===== config.mk =====
export PLATFORM = sky130hd
export DESIGN_NAME = regfile_sb
export DESIGN_NICKNAME = d
export VERILOG_FILES = /design/src/rtl/regfile_pkg.sv /design/src/rtl/sb_counter.sv /design/src/rtl/regfile_sb.sv
export SDC_FILE = /design/constraint.sdc
export NUM_CORES = 2
export LEC_CHECK = 0
export CELL_PAD_IN_SITES_DETAIL_PLACEMENT = 0
export CELL_PAD_IN_SITES_GLOBAL_PLACEMENT = 1
export CORE_MARGIN = 2
export CORE_UTILIZATION = 45
export CTS_CLUSTER_SIZE = 10
export DETAILED_ROUTE_END_ITERATION = 6
export PLACE_DENSITY_LB_ADDON = 0.1
export SETUP_SLACK_MARGIN = 0.2
export SLEW_MARGIN = 25
export SYNTH_ARGS = -nofsm -noshare
export SYNTH_HDL_FRONTEND = slang
export SYNTH_SLANG_ARGS = --single-unit

===== constraint.sdc =====
create_clock -name clk -period 5.5 [get_ports clk]
set_input_delay 0.825 -clock clk [delete_from_list [all_inputs] [get_ports clk]]
set_output_delay 0.825 -clock clk [all_outputs]
set_load 0.005 [all_outputs]

===== src/rtl/regfile_pkg.sv =====
// regfile_pkg -- shared constants and helpers for the scoreboarded register file.
//   aw_of(nreg)      : register address width, clog2(NREG)
//   pc_idx(nreg)     : index of the architectural PC register (NREG-1)
//   cnt_w(pend_max)  : width of a pending-write counter, clog2(PEND_MAX+1)
//   dec_t            : per-register retire amount (0, 1 or 2 writes per cycle)
package regfile_pkg;

  localparam int WIDTH_DEF    = 32;
  localparam int NREG_DEF     = 16;
  localparam int NRD_DEF      = 3;
  localparam int PEND_MAX_DEF = 3;

  function automatic int aw_of(input int nreg);
    return (nreg > 1) ? $clog2(nreg) : 1;
  endfunction

  function automatic int pc_idx(input int nreg);
    return nreg - 1;
  endfunction

  function automatic int cnt_w(input int pend_max);
    return (pend_max > 1) ? $clog2(pend_max + 1) : 1;
  endfunction

  typedef logic [1:0] dec_t;

endpackage


===== src/rtl/sb_counter.sv =====
// sb_counter -- one pending-write counter of the register scoreboard.
//   clk   in  clock
//   reset in  synchronous active-high reset, clears the count
//   flush in  clears the count on the next edge, overriding inc/dec
//   inc   in  one accepted issue targets this register
//   dec   in  number of retiring writes (0..2) targeting this register
//   cnt   out current pending count 0..PEND_MAX
module sb_counter
  import regfile_pkg::*;
#(
  parameter int PEND_MAX = PEND_MAX_DEF,
  parameter int CW       = cnt_w(PEND_MAX)
) (
  input  logic          clk,
  input  logic          reset,
  input  logic          flush,
  input  logic          inc,
  input  dec_t          dec,
  output logic [CW-1:0] cnt
);

  logic [CW-1:0] cnt_q, cnt_d;
  logic [CW+1:0] up;

  // Issue and retire in the same cycle apply as one net change, floored at 0.
  always_comb begin
    up = (CW+2)'(cnt_q) + (CW+2)'(inc);
    if (up > (CW+2)'(dec)) cnt_d = CW'(up - (CW+2)'(dec));
    else                   cnt_d = '0;
    if (int'(cnt_d) > PEND_MAX) cnt_d = CW'(PEND_MAX);
    if (flush) cnt_d = '0;
  end

  always_ff @(posedge clk) begin
    if (reset) cnt_q <= '0;
    else       cnt_q <= cnt_d;
  end

  assign cnt = cnt_q;

endmodule


===== src/rtl/regfile_sb.sv =====
// regfile_sb -- register file with per-register pending-write scoreboard.
//   clk, reset          clock, synchronous active-high reset
//   ra/re               NRD read addresses (AW bits each) and enables
//   pc8                 value returned for reads of the PC register (NREG-1)
//   rd                  NRD read data slices (WIDTH bits each), combinational
//   we0/wa0/wd0         primary result write port (wins over port 1)
//   we1/wa1/wd1         base-writeback write port
//   iss_en/iss_wa       issue claim on a destination register
//   iss_rdy             claim would be accepted this cycle
//   flush               drop all pending claims
//   hazard              an enabled read targets a register with pending writes
// Optional feature: define REGFILE_BYPASS_EN to forward same-cycle write data
// to reads and to suppress hazards that this cycle's retires resolve.
module regfile_sb
  import regfile_pkg::*;
#(
  parameter  int WIDTH    = WIDTH_DEF,
  parameter  int NREG     = NREG_DEF,
  parameter  int NRD      = NRD_DEF,
  parameter  int PEND_MAX = PEND_MAX_DEF,
  localparam int AW       = aw_of(NREG)
) (
  input  logic               clk,
  input  logic               reset,
  input  logic [NRD*AW-1:0]  ra,
  input  logic [NRD-1:0]     re,
  input  logic [WIDTH-1:0]   pc8,
  output logic [NRD*WIDTH-1:0] rd,
  input  logic               we0,
  input  logic [AW-1:0]      wa0,
  input  logic [WIDTH-1:0]   wd0,
  input  logic               we1,
  input  logic [AW-1:0]      wa1,
  input  logic [WIDTH-1:0]   wd1,
  input  logic               iss_en,
  input  logic [AW-1:0]      iss_wa,
  output logic               iss_rdy,
  input  logic               flush,
  output logic               hazard
);

  localparam int PC = pc_idx(NREG);
  localparam int CW = cnt_w(PEND_MAX);

  // The PC is not stored; only r0..r(NREG-2) have storage and counters.
  logic [PC-1:0][WIDTH-1:0] regs_q, regs_d;
  logic [PC-1:0][CW-1:0]    cnt;
  logic [PC-1:0]            inc;
  dec_t [PC-1:0]            dec;
  logic                     issue_ok;

  assign iss_rdy  = (int'(iss_wa) < PC) && (int'(cnt[iss_wa]) != PEND_MAX);
  assign issue_ok = iss_en & iss_rdy;

  always_comb begin
    for (int i = 0; i < PC; i++) begin
      inc[i] = issue_ok && (int'(iss_wa) == i);
      dec[i] = dec_t'(we0 && (int'(wa0) == i)) + dec_t'(we1 && (int'(wa1) == i));
    end
  end

  for (genvar g = 0; g < PC; g++) begin : g_cnt
    sb_counter #(.PEND_MAX(PEND_MAX), .CW(CW)) u_cnt (
      .clk   (clk),
      .reset (reset),
      .flush (flush),
      .inc   (inc[g]),
      .dec   (dec[g]),
      .cnt   (cnt[g])
    );
  end

  // Port 1 is applied first so port 0 overwrites it on an address collision.
  always_comb begin
    regs_d = regs_q;
    for (int i = 0; i < PC; i++) begin
      if (we1 && (int'(wa1) == i)) regs_d[i] = wd1;
      if (we0 && (int'(wa0) == i)) regs_d[i] = wd0;
    end
  end

  always_ff @(posedge clk) begin
    if (reset) regs_q <= '0;
    else       regs_q <= regs_d;
  end

  always_comb begin
    logic [AW-1:0]    a;
    logic [WIDTH-1:0] v;
    rd     = '0;
    hazard = 1'b0;
    for (int k = 0; k < NRD; k++) begin
      a = ra[k*AW +: AW];
      v = '0;
      if (int'(a) == PC) begin
        v = pc8;
      end else if (int'(a) < PC) begin
        v = regs_q[a];
`ifdef REGFILE_BYPASS_EN
        if (we1 && (wa1 == a)) v = wd1;
        if (we0 && (wa0 == a)) v = wd0;
        // Hazard only if claims remain once this cycle's writes retire.
        if (re[k] && (int'(cnt[a]) > int'(dec[a]))) hazard = 1'b1;
`else
        if (re[k] && (cnt[a] != '0)) hazard = 1'b1;
`endif
      end
      rd[k*WIDTH +: WIDTH] = v;
    end
  end

endmodule


==> impl_metrics.toml <==
[clock_network]
clkLatencyLatePin_ps = 610
cts_num_sinks = 510
cts_resized = 0
cts_inserted_buffers = 66
ctsHoldBuffers = 0
cts.clk_slew.worst_paths_ps = 50
h-tree-depth = 3
cts_tree = "done"
post_cts_buffers = 0
cts_max_path_buffers = 3
clockRootBuffer = "clkbuf_16"

[critical_path]
cpPeakStageDelay_ps = 610
path_delay_family = "buffers and inverters"
r2r_end = "g_cnt[4].u_cnt.cnt[1]"
cpMaxStageDelayCell = "mux4_2"
cp.required_ps = 4680
crit_path_cell_trace = "clkdlybuf4s50_1 > inv_2 > buf_4 > mux4_2 > o21a_1 > clkdlybuf4s50_1"
endpoint_kind = "primary output"
setup.worst_path.class = "in -> out"
cp-start-kind = "input pin"
rr_startpoint = "g_cnt[1].u_cnt.cnt[1]"
cp_common_cell = "clkdlybuf4s50_1"
rrSetupSlack_ps = 2450
arrival_ps = 3570
r2r_cells = 10
critPathBufInv = 4
crit_fanout = 14

[synthesis]
ys.flop_type = "dfxtp_1"
yosysTopAreaCell = "dfxtp_1"
synth_area_leaders = "dfxtp_1, mux4_2, mux2_1, mux2i_1, nor2_1"
synth_edf_count = 0
yosysUniqueCellTypes = 47
synth_area_per_cell_um2 = 11.2
synth.most_common_cell = "nor2_1"
synth_area_um2 = 38200
synth_warnings = 0
synth_seq_area_share = 0.267
synth-seq-cells = 510
syn-num-nets = 3644
synth-async-reset-ratio = 0
netlist_top_cells_count = "nor2_1, dfxtp_1, mux2i_1"
synth_top_area_frac = 0.267
syn_inst = 3425

[power]
power_switching_mw = 2.78
p_sw_frac = 0.285
ir_worst_vdd_mv = 0.192
leakage_nw = 19.1
pwr-share-seq = 0.397
p_per_area_nw_per_um2 = 225
p_total_mw = 9.76
comb_power_share = 0.177
clkPwrFrac = 0.426
p_int_mw = 6.98

[placed_design]
dp_hpwl_um = 85200
pre_cts_ws_ps = 1110
gp_routability_congestion = 0.867
portBuffers = 226

[global_route]
overflow = 0
grt_max_degree = 130
antenna_found_initial = 6
grt_pass1_vias = 31000
grt_use_total = 0.327
grt_pass1_wl_um = 210000

[timing]
period_needed_ps = 4390
setup_slack_ps = 1110
drv_slew = 0
finClkSkew_ps = 14.7
fin_crit_sh = 0.799
setup_viol_count_final = 0
hold_viol_final = 0
hold_ws_ps = 541
fin_tns_setup_ps = 0
rsz0062_at_grt = "false"
fmax_mhz = 228
worst_pin_slew_ps = 1160
maxSlewHeadroom = 0.225

[hold_path]
hold_depth = 2
hold_end = "regs_q[88]"
worstHoldPathType = "reg -> reg"
hold_start = "regs_q[88]"

[layout]
fin_util = 0.517
layout-drive-gt1-share = 0.210
fillCellCount = 7383
area_delta_synth_final_pct = 13.5
regArea_um2 = 10200
layout.nets = 3658
multi_input_area_um2 = 26200

[die]
start_util = 0.456
coreArea_um2 = 83800
row_count = 106
die_w_um = 295
boundaryPins = 227
fp.dieH_um = 295
die_area_um2 = 87200

[flow_run]
maxCapViolations = 0

[detailed_routing]
wire_per_inst_um = 31.1
drtIter0Drc = 2884
via_per_inst = 6.54
wl_um = 143000
remaining_drc_errors = 0
firstDrtPassIters = 5
num_vias = 30200
detail-route-antenna-nets = 0

[run_status]
status = "complete, no violations"
[how the worst max path moves through the flow]
stage	from	cells after the start	to
6_report	ra[3]	6	rd[13]
3_5_place_dp	ra[4]	6	rd[60]
3_3_place_gp	ra[3]	6	rd[13]
5_1_grt	ra[4]	6	rd[60]
2_1_floorplan	ra[9]	6	rd[76]
4_1_cts	ra[4]	6	rd[60]
[routing by layer]
layer  track usage  routed length (um)
met5             0                  63
met4         0.122                5070
met3        0.0501               11900
met2         0.527               67100
met1         0.445               59400
[layout make-up]
class                   instances  area share
well taps                    1134      0.0327
clock inverters                10     0.00211
multi-input cells            2474       0.604
flip-flops and latches        510       0.236
clock buffers                  98      0.0439
inverters                      74     0.00641
diodes                          5    0.000289
repair buffers                313      0.0745
[through the flow]
step,area (um^2),instances
3_5_place_dp,41300,4504
2_1_floorplan,38200,3425
4_1_cts,43300,4612
6_report,43300,4618
5_1_grt,43300,4613
3_3_place_gp,41300,4503
[flip-flops by register name (all words and copies together) (netlist names)]
register	cells
regs_q	480
g_cnt.u_cnt.cnt	30
[worst register-to-register path: stages (launching register included)]
cell      delay [ps]
dfxtp_1          360
nand2_1          140
o21ai_1           90
mux4_2           500
or4_1            490
nor3_1           230
ha_1             260
fa_1             470
o211ai_1         110
o21ai_0          100
and3_1           180
[cell families (layout without fill, tap and decap cells)]
| kind of cell | after synthesis | count (layout) | share of synthesized area |
|---|---|---|---|
| flops | 510 | 510 | 0.267 |
| other cells | 0 | 5 | 0 |
| simple gates | 675 | 675 | 0.0729 |
| fa+ha+maj | 90 | 90 | 0.0324 |
| mux | 1444 | 1444 | 0.524 |
| compound gates | 265 | 265 | 0.0525 |
| buf+inv | 441 | 495 | 0.0505 |
[cell usage in the layout (no fill, tap or decap), types with 5 or more instances in the layout]
cell type / synthesis / final
mux2_2: 120 / 120
mux4_2: 388 / 388
clkbuf_8: 0 / 12
inv_1: 72 / 71
and3_1: 16 / 16
nand2b_1: 17 / 13
nor3_1: 33 / 33
clkdlybuf4s50_1: 0 / 216
o21a_1: 96 / 96
clkbuf_1: 193 / 21
nand2_1: 26 / 23
nand3_1: 22 / 22
o21ai_0: 23 / 23
clkinv_2: 0 / 5
mux2_1: 456 / 456
nor2_4: 0 / 8
fa_1: 15 / 15
dfxtp_1: 510 / 510
o211ai_1: 9 / 9
buf_4: 8 / 63
clkbuf_16: 0 / 68
nand4_1: 5 / 5
buf_12: 0 / 21
a211oi_1: 8 / 8
nor3b_1: 6 / 6
diode_2: 0 / 5
a21oi_1: 19 / 19
mux2i_1: 480 / 480
ha_2: 0 / 14
ha_1: 75 / 60
nor2_1: 533 / 525
o22a_1: 96 / 96
[power by group through the flow]
stage / logic [mW] / clock network [mW] / registers [mW]
2_1_floorplan: 1.08 / 0 / 3.92
3_3_place_gp: 1.67 / 0 / 3.94
3_5_place_dp: 1.71 / 0 / 3.95
4_1_cts: 1.72 / 4.22 / 3.87
5_1_grt: 1.82 / 4.37 / 3.88
6_report: 1.73 / 4.16 / 3.87
Power figures use the tool's default switching activity.
